===== src/rtl/fifo36k_wr_arbiter.sv =====
// fifo36k_wr_arbiter
//
// Round-robin write-port arbiter and reset sequencer for one synchronous FIFO36K.
// Shares the FIFO write port among NUM_REQ valid/ready requesters, sequences the
// FIFO RESET pin (RST -> SETTLE -> RUN) after power-on and on FLUSH, never issues
// a write the FIFO cannot absorb, and keeps a sticky copy of the FIFO overflow flag.
//
// Optional feature: define FIFO36K_WR_ARB_BURST_LOCK_EN to add i_req_last and hold
// the grant on one requester until its last beat has been accepted.
//
// Ports:
//   i_clk               clock, also the FIFO WR_CLK
//   i_rst_n             asynchronous active-low reset
//   i_req_valid         per-requester beat valid
//   i_req_data          requester i on [i*DATA_WIDTH +: DATA_WIDTH]
//   o_req_ready         one-hot or zero grant (combinational)
//   i_req_last          last beat of a burst (burst-lock build only)
//   i_flush             starts a FIFO reset sequence when seen in RUN
//   i_fifo_full         FIFO FULL
//   i_fifo_almost_full  FIFO ALMOSTFULL
//   i_fifo_overflow     FIFO WRERR / overflow
//   o_fifo_reset        FIFO RESET
//   o_fifo_wr_en        FIFO WREN (registered)
//   o_fifo_wr_data      FIFO DI (registered)
//   o_grant_id          requester of the most recently accepted beat
//   o_busy              high whenever not in RUN
//   o_err_overflow      sticky overflow flag, cleared by reset or a flush

module fifo36k_wr_arbiter #(
    parameter int unsigned NUM_REQ       = 4,
    parameter int unsigned DATA_WIDTH    = 36,
    parameter int unsigned RESET_CYCLES  = 4,
    parameter int unsigned SETTLE_CYCLES = 2
) (
    input  logic                          i_clk,
    input  logic                          i_rst_n,
    input  logic [NUM_REQ-1:0]            i_req_valid,
    input  logic [NUM_REQ*DATA_WIDTH-1:0] i_req_data,
    output logic [NUM_REQ-1:0]            o_req_ready,
`ifdef FIFO36K_WR_ARB_BURST_LOCK_EN
    input  logic [NUM_REQ-1:0]            i_req_last,
`endif
    input  logic                          i_flush,
    input  logic                          i_fifo_full,
    input  logic                          i_fifo_almost_full,
    input  logic                          i_fifo_overflow,
    output logic                          o_fifo_reset,
    output logic                          o_fifo_wr_en,
    output logic [DATA_WIDTH-1:0]         o_fifo_wr_data,
    output logic [$clog2(NUM_REQ)-1:0]    o_grant_id,
    output logic                          o_busy,
    output logic                          o_err_overflow
);

    localparam int unsigned IDW     = $clog2(NUM_REQ);
    localparam int unsigned CNT_MAX = (RESET_CYCLES > SETTLE_CYCLES) ? RESET_CYCLES
                                                                     : SETTLE_CYCLES;
    localparam int unsigned CW      = $clog2(CNT_MAX + 1);

    localparam logic [CW-1:0]  RST_LAST    = CW'(RESET_CYCLES - 1);
    localparam logic [CW-1:0]  SETTLE_LAST = CW'(SETTLE_CYCLES - 1);
    localparam logic [IDW-1:0] ID_MAX      = IDW'(NUM_REQ - 1);

    typedef enum logic [1:0] {
        StRst    = 2'd0,
        StSettle = 2'd1,
        StRun    = 2'd2
    } state_e;

    state_e                r_state;
    state_e                w_state_d;
    logic [CW-1:0]         r_cnt;
    logic [CW-1:0]         w_cnt_d;

    logic                  r_wr_en;
    logic [DATA_WIDTH-1:0] r_wr_data;
    logic [IDW-1:0]        r_grant_id;
    logic [IDW-1:0]        r_ptr;
    logic                  r_err;

    logic                  w_space;
    logic                  w_grant_en;
    logic                  w_found;
    logic                  w_accept;
    logic [IDW-1:0]        w_idx;
    logic [IDW-1:0]        w_gnt_id;
    logic [IDW-1:0]        w_ptr_next;
    logic [DATA_WIDTH-1:0] w_data;

`ifdef FIFO36K_WR_ARB_BURST_LOCK_EN
    logic                  r_locked;
    logic [IDW-1:0]        r_lock_id;
`endif

    // ------------------------------------------------------------------
    // Reset / settle sequencer
    // ------------------------------------------------------------------
    always_ff @(posedge i_clk or negedge i_rst_n) begin
        if (!i_rst_n) begin
            r_state <= StRst;
            r_cnt   <= '0;
        end else begin
            r_state <= w_state_d;
            r_cnt   <= w_cnt_d;
        end
    end

    always_comb begin
        w_state_d = r_state;
        w_cnt_d   = r_cnt;
        unique case (r_state)
            StRst: begin
                if (r_cnt == RST_LAST) begin
                    w_state_d = StSettle;
                    w_cnt_d   = '0;
                end else begin
                    w_cnt_d = r_cnt + CW'(1);
                end
            end
            StSettle: begin
                if (r_cnt == SETTLE_LAST) begin
                    w_state_d = StRun;
                    w_cnt_d   = '0;
                end else begin
                    w_cnt_d = r_cnt + CW'(1);
                end
            end
            StRun: begin
                if (i_flush) begin
                    w_state_d = StRst;
                    w_cnt_d   = '0;
                end
            end
            default: begin
                w_state_d = StRst;
                w_cnt_d   = '0;
            end
        endcase
    end

    // ------------------------------------------------------------------
    // Arbitration
    // ------------------------------------------------------------------
    // A registered write already in flight will land first, so almost-full plus a
    // pending write means the FIFO has no room for another beat.
    assign w_space    = !i_fifo_full && !(r_wr_en && i_fifo_almost_full);
    assign w_grant_en = (r_state == StRun) && !i_flush && w_space;

    always_comb begin
        w_found     = 1'b0;
        w_gnt_id    = '0;
        w_idx       = '0;
        o_req_ready = '0;
        // First valid requester at or after the pointer, wrapping.
        for (int unsigned k = 0; k < NUM_REQ; k++) begin
            w_idx = IDW'((32'(r_ptr) + k) % NUM_REQ);
            if (!w_found && i_req_valid[w_idx]) begin
                w_found  = 1'b1;
                w_gnt_id = w_idx;
            end
        end
`ifdef FIFO36K_WR_ARB_BURST_LOCK_EN
        // A locked burst owns the port even while its owner is idle.
        if (r_locked) begin
            w_found  = i_req_valid[r_lock_id];
            w_gnt_id = r_lock_id;
        end
`endif
        w_accept = w_found && w_grant_en;
        if (w_accept) begin
            o_req_ready[w_gnt_id] = 1'b1;
        end
    end

    assign w_ptr_next = (w_gnt_id == ID_MAX) ? '0 : w_gnt_id + IDW'(1);
    assign w_data     = i_req_data[32'(w_gnt_id)*DATA_WIDTH +: DATA_WIDTH];

    // ------------------------------------------------------------------
    // Write port, pointer and overflow flag
    // ------------------------------------------------------------------
    always_ff @(posedge i_clk or negedge i_rst_n) begin
        if (!i_rst_n) begin
            r_wr_en    <= 1'b0;
            r_wr_data  <= '0;
            r_grant_id <= '0;
            r_ptr      <= '0;
            r_err      <= 1'b0;
        end else begin
            r_wr_en <= w_accept;
            if (w_accept) begin
                r_wr_data  <= w_data;
                r_grant_id <= w_gnt_id;
            end
`ifdef FIFO36K_WR_ARB_BURST_LOCK_EN
            if (w_accept && i_req_last[w_gnt_id]) begin
                r_ptr <= w_ptr_next;
            end
`else
            if (w_accept) begin
                r_ptr <= w_ptr_next;
            end
`endif
            // Flush in RUN is the only way into RST besides reset; it clears the flag.
            if (r_state == StRun) begin
                if (i_flush) begin
                    r_err <= 1'b0;
                end else if (i_fifo_overflow) begin
                    r_err <= 1'b1;
                end
            end
        end
    end

`ifdef FIFO36K_WR_ARB_BURST_LOCK_EN
    always_ff @(posedge i_clk or negedge i_rst_n) begin
        if (!i_rst_n) begin
            r_locked  <= 1'b0;
            r_lock_id <= '0;
        end else if (r_state != StRun || i_flush) begin
            r_locked <= 1'b0;
        end else if (w_accept) begin
            r_locked  <= !i_req_last[w_gnt_id];
            r_lock_id <= w_gnt_id;
        end
    end
`endif

    assign o_fifo_reset   = (r_state == StRst);
    assign o_busy         = (r_state != StRun);
    assign o_fifo_wr_en   = r_wr_en;
    assign o_fifo_wr_data = r_wr_data;
    assign o_grant_id     = r_grant_id;
    assign o_err_overflow = r_err;

endmodule


===== config.mk =====
export PLATFORM = sky130hd
export DESIGN_NAME = fifo36k_wr_arbiter
export DESIGN_NICKNAME = d
export VERILOG_FILES = /design/src/rtl/fifo36k_wr_arbiter.sv
export SDC_FILE = /design/constraint.sdc
export NUM_CORES = 1
export LEC_CHECK = 0
export ABC_AREA = 1
export BUFFER_PORTS_ARGS = -buffer_cell sky130_fd_sc_hd__buf_4
export CAP_MARGIN = 20
export CORE_MARGIN = 2
export CORE_UTILIZATION = 48
export DETAILED_ROUTE_END_ITERATION = 16
export MAX_ROUTING_LAYER = met4
export PLACE_DENSITY = 0.87
export SLEW_MARGIN = 5
export SYNTH_ARGS = -nofsm -noshare
export SYNTH_HDL_FRONTEND = slang
export SYNTH_SLANG_ARGS = --single-unit

===== constraint.sdc =====
create_clock -name i_clk -period 4.21 [get_ports i_clk]
set_clock_uncertainty 0.1 [all_clocks]
set_input_delay 0.2105 -clock i_clk [delete_from_list [all_inputs] [get_ports i_clk]]
set_output_delay 0.2105 -clock i_clk [all_outputs]
set_load 0.05 [all_outputs]

==> impl_metrics.yaml <==
detailed_routing:
  dr.first_iter.drc_count: 365
  drt_pre_antenna_iters: 5
  remaining_drc_errors: 0
  via_per_inst: 5.56
  route.vias.total: 4407
  routed_wirelength_mm: 11.7
  route.detailed.wl_per_inst_um: 14.7
  drtAntennaViolNets: 0
floorplanning:
  start_util_pct: 48.9
  pin_count: 200
  die-height_um: 89.5
  coreArea_sq_mm: 0.00718
  rows: 31
  design.die.area_sq_mm: 0.00801
  floorplan.die.width_um: 89.5
logic_synthesis:
  synth.top_cells.by_count: "nand2_1, nand3_1, nand4_1"
  synth.largest_area_cell: "dfrtp_1"
  synthesis.nets: 685
  synth.distinct_cells: 25
  ys_top_cells_by_area: "dfrtp_1, nand2_1, nand3_1"
  synthesis.area_per_instance_sq_um: 6.68
  yosys.cell_count.top_type: "nand2_1"
  syn-cell-area_sq_mm: 0.00351
  synth_top_area_share_pct: 33.5
  synthFlopType: "dfrtp_1"
  ys_seq_area_share_pct: 33.5
  proportion_of_register_bits_with_asynchronous_set_or_reset_after_synthesis_pct: 100
  synth_cells: 525
  yosysWarningCount: 0
  synth_enable_flop_cells: 0
  synth-seq-cells: 47
setup_path:
  worstSetupEndpointType: "output pin"
  critical_path_class: "flip-flop to output pin"
  critical-path-top-delay-family: "simple AND/OR/NAND/NOR gates"
  timing.critical_path.required_ns: 3.90
  r2r-start: "r_ptr[0]"
  critical_path_cell_by_cell: "inv_4, nand2_1, nand2_1, nand2_1, nand2_1, nor2_2, nand3_2, buf_4, nand2_2, inv_2, nand2_1, nor2_1, buf_4"
  timing.critical_path.slowest_stage_cell: "dfrtp_1"
  reg2regPathDepth: 14
  crit_path_start_kind: "flip-flop"
  rr_endpoint: "o_fifo_wr_data[7]"
  path_buf_inv: 4
  crit_path_max_fanout: 30
  worst_ep_arrival_time_ns: 3.20
  critPathMostFrequentCell: "nand2_1"
  internal_reg_to_reg_setup_slack_ns: 0.97
  cp_peak_stage_delay_ns: 0.52
power:
  power_w: 0.00472
  clk_network_pwr_share_pct: 5.5
  power.share.switching_pct: 60.3
  seq_power_share_pct: 16.9
  power.switching_w: 0.00285
  ir_drop_uv: 602
  p_int_w: 0.00187
  power_density_mw_per_mm2: 942
  power.combinational.fraction_pct: 77.6
  static-leakage-power_nw: 2.70
run:
  maxCapViolCount: 0
grt:
  first_global_vias: 4022
  antenna_found_initial: 0
  grt_start_max_net_pins: 74
  global_route.usage.total_pct: 29.7
  global_route_wire_length_before_repair_mm: 18.2
  overflow: 0
place:
  routabilityCongestion: 0.944
  dp_hpwl_mm: 8.46
  port_buffers: 199
timing:
  grt_setup_unrepaired: "no"
  maxSlewHeadroom_pct: 52.6
  post-route-period-util_pct: 83.4
  finalSetupViolCount: 0
  timing.final.max_slew_violations: 0
  max_clock_freq_mhz: 285
  setup_total_negative_slack_ns: 0
  worst-slew-pin-transition_ns: 0.712
  min_period_ns: 3.51
  fin_hold_viols: 0
min_path:
  hold_depth: 2
  timing.hold.worst_endpoint: "o_err_overflow"
  hold_class: "input port to flip-flop"
  hold_start: "i_flush"
clock_network:
  cts.reportedPaths.clkPinSlew_ns: 0.09
  tritoncts: "built"
  cts.sink_count: 47
  cts-buffers-inserted: 5
  clock_latency_at_the_later_pin_of_the_worst_skew_pair_ns: 0.29
  ctsRootBufferMaster: "clkbuf_8"
  h-tree-depth: 2
  post_cts_resized: 0
  clock_path_buffers: 2
outcome:
  outcome: "finished, final reports clean"
layout:
  n_fill_cell: 606
  ratio_of_cells_with_drive_above_1_in_the_final_layout_pct: 32.3
  layout.nets: 853
  flow.area_growth_from_synthesis_pct: 42.8
  antenna_cells_inserted: 0
power by group through the flow:
stage | clock (W) | sequential (W) | combinational, W
final | 0.000260 | 0.000798 | 0.00366
after global routing | 0.000293 | 0.000822 | 0.00403
after CTS | 0.000266 | 0.000795 | 0.00364
after detailed placement | 0 | 0.000801 | 0.00363
after global placement | 0 | 0.000796 | 0.00354
after floorplan | 0 | 0.00134 | 0.00234
worst register-to-register path: stages (launching register included):
cell and delay (ns):
dfrtp_1 0.57, inv_4 0.13, nand2_1 0.09, nand2_1 0.10, nand2_1 0.08, nand2_1 0.06, nand2_1 0.10, nand2_1 0.09
nand2_4 0.52, nand3_2 0.42, buf_4 0.45, nand2_1 0.15, nand3_1 0.08, nand3_1 0.12, nand2_1 0.06
logic make-up after synthesis:
kind of cell,after synthesis,share of synthesized area (%)
AO/OA/AOI/OAI,15,2.57
adder cells (fa/ha/maj),6,2.14
buffers and inverters,68,9.95
flip-flops,47,33.5
AND/OR/NAND/NOR,389,51.8
registers in the layout, summed over array words and instances, names as in the netlist:
signal / count
o_fifo_wr_data: 36
r_cnt: 3
o_grant_id: 2
r_ptr: 2
r_state: 2
o_err_overflow: 1
o_fifo_wr_en: 1
worst max path at each step:
stage,startpoint,end,cells after the start
6_report,r_ptr[0],o_req_ready[0],13
5_1_grt,r_ptr[0],o_req_ready[0],13
4_1_cts,r_ptr[0],o_req_ready[3],14
3_5_place_dp,r_ptr[0],o_fifo_wr_data[7],14
3_3_place_gp,r_ptr[0],o_req_ready[3],14
2_1_floorplan,r_ptr[0],o_req_ready[1],12
routing by layer:
metal / track usage, % / wire (um) / up-vias
li1: - / - / 2144
met1: 37.6 / 4690 / 1962
met2: 48.9 / 5580 / 269
met3: 5.08 / 1160 / 32
met4: 8.68 / 245 / 0
met5: - / 0 / -
layout make-up:
| cell class | count | area (sq um) | share of cell area, % |
|---|---|---|---|
| inverters | 22 | 85.1 | 1.70 |
| multi-input cells | 410 | 1990 | 39.7 |
| repair buffers | 207 | 1560 | 31.1 |
| clock buffers | 7 | 76.3 | 1.52 |
| clock inverters | 1 | 5.00 | 0.0999 |
| well taps | 99 | 124 | 2.47 |
| flip-flops and latches | 47 | 1180 | 23.5 |
repair_timing:
action | CTS | global route
setup buffers | 0 | 0
hold endpoints to repair | 47 | 0
hold buffers | 1 | 0
layout by cell type (no fill, tap or decap), types with 4 or more instances in the layout:
cell	instances
nand2_1	185
nor2_1	9
inv_1	17
o21ai_0	6
nand3_1	115
inv_2	4
nand4_1	72
dfrtp_1	47
clkbuf_8	5
nand3_2	4
ha_1	6
buf_4	206
metrics by stage:
stage / instance area, sq um / hold WS (ns) / setup WS, ns / util, % / instances
after floorplan: 3510 / -0.185 / 1.37 / - / 525
after global placement: 4920 / 0.145 / 1.18 / 68.6 / 784
after detailed placement: 4920 / 0.158 / 1.06 / 68.6 / 784
after CTS: 5010 / 0.0279 / 0.740 / 69.8 / 793
after global routing: 5010 / 0.0288 / 0.413 / 69.8 / 793
final: 5010 / 0.0335 / 0.699 / 69.8 / 793
(Power assumes the default switching activity.)
